`config.mk`:
```
export PLATFORM = sky130hd
export DESIGN_NAME = lock_sequencer
export DESIGN_NICKNAME = d
export VERILOG_FILES = /design/src/rtl/lock_pkg.sv /design/src/rtl/lock_sequencer_btn_sync_edge.sv /design/src/rtl/lock_sequencer.sv
export SDC_FILE = /design/constraint.sdc
export NUM_CORES = 1
export LEC_CHECK = 0
export CORE_MARGIN = 4
export CORE_UTILIZATION = 46
export CTS_BUF_LIST = sky130_fd_sc_hd__clkbuf_16
export CTS_CLUSTER_SIZE = 40
export DETAILED_ROUTE_END_ITERATION = 10
export GPL_ROUTABILITY_DRIVEN = 0
export PLACE_DENSITY = 0.8
export SYNTH_ARGS = -nofsm -noshare
export SYNTH_HDL_FRONTEND = slang
export SYNTH_HIERARCHICAL = 1
export SYNTH_SLANG_ARGS = --single-unit
export TNS_END_PERCENT = 10
```
`constraint.sdc`:
```
create_clock -name clk -period 3.6 [get_ports clk]
set_clock_uncertainty 0.15 [all_clocks]
set_input_delay 0.36 -clock clk [delete_from_list [all_inputs] [get_ports clk]]
set_output_delay 0.36 -clock clk [all_outputs]
set_load 0.005 [all_outputs]
```
`src/rtl/lock_pkg.sv`:
```
// Shared state encoding and width helper for the combination-lock sequencer.
package lock_pkg;

    localparam int unsigned STATE_W = 3;

    typedef enum logic [STATE_W-1:0] {
        IDLE     = 3'd0,
        SHOW1    = 3'd1,
        SHOW2    = 3'd2,
        ENTRY    = 3'd3,
        UNLOCKED = 3'd4,
        LOCKOUT  = 3'd5
    } lock_state_t;

    // Ceiling log2, never less than 1 so it can size a register directly.
    function automatic int unsigned clog2(input int unsigned value);
        int unsigned w;
        w = 0;
        while ((64'd1 << w) < 64'(value)) begin
            w = w + 1;
        end
        return (w == 0) ? 1 : w;
    endfunction

endpackage

```
`src/rtl/lock_sequencer_btn_sync_edge.sv`:
```
// Two-flop synchroniser for the raw next button followed by a rising-edge detector.
module btn_sync_edge (
    input  logic clk,
    input  logic rst_n,
    input  logic btn_in,
    output logic press
);

    logic sync1;
    logic sync2;
    logic sync3;

    // Synchronise the button into clk and keep one extra stage for edge detection.
    always_ff @(posedge clk or negedge rst_n) begin
        if (!rst_n) begin
            sync1 <= 1'b0;
            sync2 <= 1'b0;
            sync3 <= 1'b0;
        end else begin
            sync1 <= btn_in;
            sync2 <= sync1;
            sync3 <= sync2;
        end
    end

    assign press = sync2 & ~sync3;

endmodule

```
`src/rtl/lock_sequencer.sv`:
```
// Combination-lock sequencer: display stepping, password check, failure count,
// timed lockout and optional auto-relock after unlocking.
module lock_sequencer
    import lock_pkg::*;
#(
    parameter int unsigned NUM_DIGITS     = 8,
    parameter int unsigned DIGIT_W        = 4,
    parameter int unsigned MAX_ATTEMPTS   = 3,
    parameter int unsigned LOCKOUT_CYCLES = 50000000,
    parameter int unsigned UNLOCK_TIMEOUT = 0
) (
    input  logic                                clk,
    input  logic                                rst_n,
    input  logic                                btn_next,
    input  logic [NUM_DIGITS*DIGIT_W-1:0]       digits_shown,
    input  logic [NUM_DIGITS*DIGIT_W-1:0]       digits_pw,
    output logic [STATE_W-1:0]                  state,
    output logic                                unlocked,
    output logic                                locked_out,
    output logic [clog2(MAX_ATTEMPTS+1)-1:0]    fail_cnt,
    output logic                                attempt_fail
);

    localparam int unsigned FC_W = clog2(MAX_ATTEMPTS + 1);
    localparam int unsigned LT_W = clog2(LOCKOUT_CYCLES);
    localparam int unsigned UT_W = clog2(UNLOCK_TIMEOUT + 1);

    lock_state_t     state_q, state_nxt;
    logic [FC_W-1:0] fail_nxt;
    logic [LT_W-1:0] lock_tmr, lock_nxt;
    logic [UT_W-1:0] unl_tmr, unl_nxt;
    logic            fail_pulse_nxt;
    logic            press;
    logic            code_match;
    logic            last_try;
    logic            relock;

    btn_sync_edge u_btn (
        .clk    (clk),
        .rst_n  (rst_n),
        .btn_in (btn_next),
        .press  (press)
    );

    // Whole-word equality is a match on every digit at once.
    assign code_match = (digits_shown == digits_pw);
    assign last_try   = ((32'(fail_cnt) + 32'd1) == MAX_ATTEMPTS);
    assign relock     = (UNLOCK_TIMEOUT != 0) && (unl_tmr <= UT_W'(1));

    // State, failure counter, timers and failure pulse registers.
    always_ff @(posedge clk or negedge rst_n) begin
        if (!rst_n) begin
            state_q      <= IDLE;
            fail_cnt     <= '0;
            lock_tmr     <= '0;
            unl_tmr      <= '0;
            attempt_fail <= 1'b0;
        end else begin
            state_q      <= state_nxt;
            fail_cnt     <= fail_nxt;
            lock_tmr     <= lock_nxt;
            unl_tmr      <= unl_nxt;
            attempt_fail <= fail_pulse_nxt;
        end
    end

    // Next-state, counter and timer update.
    always_comb begin
        state_nxt      = state_q;
        fail_nxt       = fail_cnt;
        lock_nxt       = lock_tmr;
        unl_nxt        = unl_tmr;
        fail_pulse_nxt = 1'b0;
        case (state_q)
            IDLE:  if (press) state_nxt = SHOW1;
            SHOW1: if (press) state_nxt = SHOW2;
            SHOW2: if (press) state_nxt = ENTRY;
            ENTRY: begin
                if (press) begin
                    if (code_match) begin
                        state_nxt = UNLOCKED;
                        fail_nxt  = '0;
                        unl_nxt   = UT_W'(UNLOCK_TIMEOUT);
                    end else begin
                        fail_pulse_nxt = 1'b1;
                        if (last_try) begin
                            state_nxt = LOCKOUT;
                            fail_nxt  = FC_W'(MAX_ATTEMPTS);
                            lock_nxt  = LT_W'(LOCKOUT_CYCLES - 1);
                        end else begin
                            fail_nxt = fail_cnt + 1'b1;
                        end
                    end
                end
            end
            UNLOCKED: begin
                // Press and time-out both lead to IDLE, so a coincidence needs no arbitration.
                if (UNLOCK_TIMEOUT != 0 && unl_tmr != '0) unl_nxt = unl_tmr - 1'b1;
                if (press || relock) state_nxt = IDLE;
            end
            LOCKOUT: begin
                if (lock_tmr == '0) begin
                    state_nxt = IDLE;
                    fail_nxt  = '0;
                end else begin
                    lock_nxt = lock_tmr - 1'b1;
                end
            end
            default: state_nxt = IDLE;
        endcase
    end

    assign state      = state_q;
    assign unlocked   = (state_q == UNLOCKED);
    assign locked_out = (state_q == LOCKOUT);

endmodule

```
==> results.toml <==
[outcome]
outcome = "completed"

[grt]
antenna_found_initial = 0
grt_max_degree = 36
overflow = 0
grt_pass1_wl_mm = 10.2
grt_use_total = 0.210
grt_pass1_vias = 2192

[synth]
yosys.area.top_type = "dfrtp_1"
yosysWarnings = 6
ys_seq_area_frac = 0.382
syn_area_per_cell_um2 = 9.24
synth_top_area_frac = 0.382
synth-seq-cells = 35
synth_edf_count = 0
syn-num-nets = 317
synth_area_um2 = 2290
synth_ff_type = "dfrtp_1"
synthCells = 248
synthTopCellsByArea = "dfrtp_1, xnor2_1, nand4_1"
ys_async_sr_fraction = 1.00
ys_types = 55

[drt]
antenna_left = 0
drt_iter0_drc = 182
drt_first_pass_iters = 4
routed_wl_mm = 6.01
routed_via_density = 5.49
route.detailed.drc = 0
vias = 2163
routedWlPerCell_um = 15.3

[finish]
layout_common_cells = "clkdlybuf4s50_1, dfrtp_1, xnor2_1, nand2_1"
post-route-util = 0.679
n_antenna_cell = 0
areaGrowthSynthToFinish_pct = 41.8
fin_cells = 394
drive_gt1_frac = 0.0856
layout_commonest_cell = "clkdlybuf4s50_1"
fillers = 383
nets = 395

[clock_network]
clockRootBuffer = "clkbuf_16"
clock_latency_ns = 0.28
htreeDepth = 2
clkTransAtPathRegs_ns = 0.05
clk_path_buf_depth = 2
post_cts_buffers = 0
cts_tree = "yes"
clock-sinks = 35
cts_resized = 0
holdBufCountCts = 0
numCtsBuffers = 5

[power_and_ir_drop]
power_leakage_nw = 1.27
ir_drop_mv = 0.230
powerDensity_nw_per_um2 = 286

[timing]
setup_viol = 0
tns_ns = 0
clock.fmax_ghz = 0.366
rsz0062_at_grt = "no"
fin_crit_sh = 0.759
slew_violations = 0
postLayoutSetupSlackWorst_ns = 0.867
fin_crit_ns = 2.73
worst_slew_pin_slew_ns = 0.635
relSlewSlack = 0.573
hold_violations = 0

[critical_path]
start_kind = "flop"
worstPathRequired_ns = 3.61
worstSetupPathType = "flop to flop"
crit_chain = "nor4_2 > nand3_1 > or4_1 > a21boi_0 > and2_1"
worstPathMaxFanout = 8
worstSetupEndpointType = "flop"
max_stage_delay_ns = 0.78
crit_arrival_ns = 2.75
cp_slowest_cell = "or4_1"

[die]
std_cell_rows = 25
die_h_um = 78.6
initial_utilization = 0.479
die_area_um2 = 6180
die_w_um = 78.6
pin_count = 75
coreArea_um2 = 4790

[placement]
io_buffers = 74
hpwl_mm = 4.77
dp_cells = 386
pre_cts_slack_ns = 0.685

[min_path]
min_path_type = "flop to flop"

[flow_run]
maxCapViolCount = 0
[layer usage]
metal	wire length [um]	GRT usage	vias to the layer above
li1	-	-	1093
met1	2480	0.250	1007
met2	3160	0.371	59
met3	316	0.0573	4
met4	51	0.0524	0
met5	0	0	-
[kinds of logic after synthesis]
kind of cell / count (synthesis) / synth area share
AND/OR/NAND/NOR: 114 / 0.286
AO/OA/AOI/OAI: 52 / 0.167
flip-flops: 35 / 0.382
XOR/XNOR: 32 / 0.122
buffers and inverters: 11 / 0.0224
multiplexers: 2 / 0.00928
adder cells (fa/ha/maj): 2 / 0.0109
[registers in the layout, summed over array words and instances, names as in the netlist]
| register | count |
|---|---|
| u_btn/sync2 | 1 |
| u_btn/sync1 | 1 |
| lock_tmr | 26 |
| u_btn/sync3 | 1 |
| fail_cnt | 2 |
| state | 3 |
| attempt_fail | 1 |
[final cells by class]
type,count,area (um^2),area share
clock buffer,5,125,0.0385
clock inverter,3,15.0,0.00462
timing repair buffer,78,771,0.237
multi-input combinational,202,1370,0.420
inverter,4,15.0,0.00462
sequential,35,876,0.269
tap,67,83.8,0.0258
[worst max-delay path: cells and delay by family (launching register included)]
kind	cells	cell delay (ns)
simple gates	4	1.88
compound gates	1	0.19
flops	1	0.41
[Yosys cell counts, drive strengths merged, types with 4 or more instances]
master	instances
dfrtp	35
xnor2	32
nand2	22
nand4	14
nor2	14
nor3	14
nand3	13
o21ai	11
a21oi	10
nor4	10
or4	6
a21o	5
o31ai	5
or3	5
a211o	4
buf	4
inv	4
[stage by stage]
| stage | power, mW | hold slack (ns) | instance area [um^2] |
|---|---|---|---|
| after floorplan | 0.440 | -0.0856 | 2290 |
| after global placement | 0.527 | 0.185 | 3110 |
| after detailed placement | 0.530 | 0.188 | 3110 |
| after CTS | 0.938 | 0.205 | 3250 |
| after global routing | 0.965 | 0.214 | 3250 |
| final | 0.931 | 0.202 | 3250 |
[report_power, final]
| part | switching [mW] | leakage [nW] | internal [mW] |
|---|---|---|---|
| Clock | 0.159 | 0.0649 | 0.251 |
| Combinational | 0.0359 | 0.820 | 0.0892 |
| Sequential | 0.000884 | 0.389 | 0.395 |
[worst paths after layout]
kind                        startpoint      endpoint  slack [ns]  depth (start not counted)
min in group asynchronous        rst_n  lock_tmr[20]        0.34                          2
max                        lock_tmr[6]  lock_tmr[25]        0.87                          5
max in group asynchronous        rst_n  lock_tmr[24]        2.63                          2
max reg2reg                lock_tmr[6]  lock_tmr[25]        0.87                          5
min reg2reg                u_btn/sync1   u_btn/sync2        0.20                          0
min                        u_btn/sync1   u_btn/sync2        0.20                          0
Note: power is estimated with default switching activity, not from simulation.
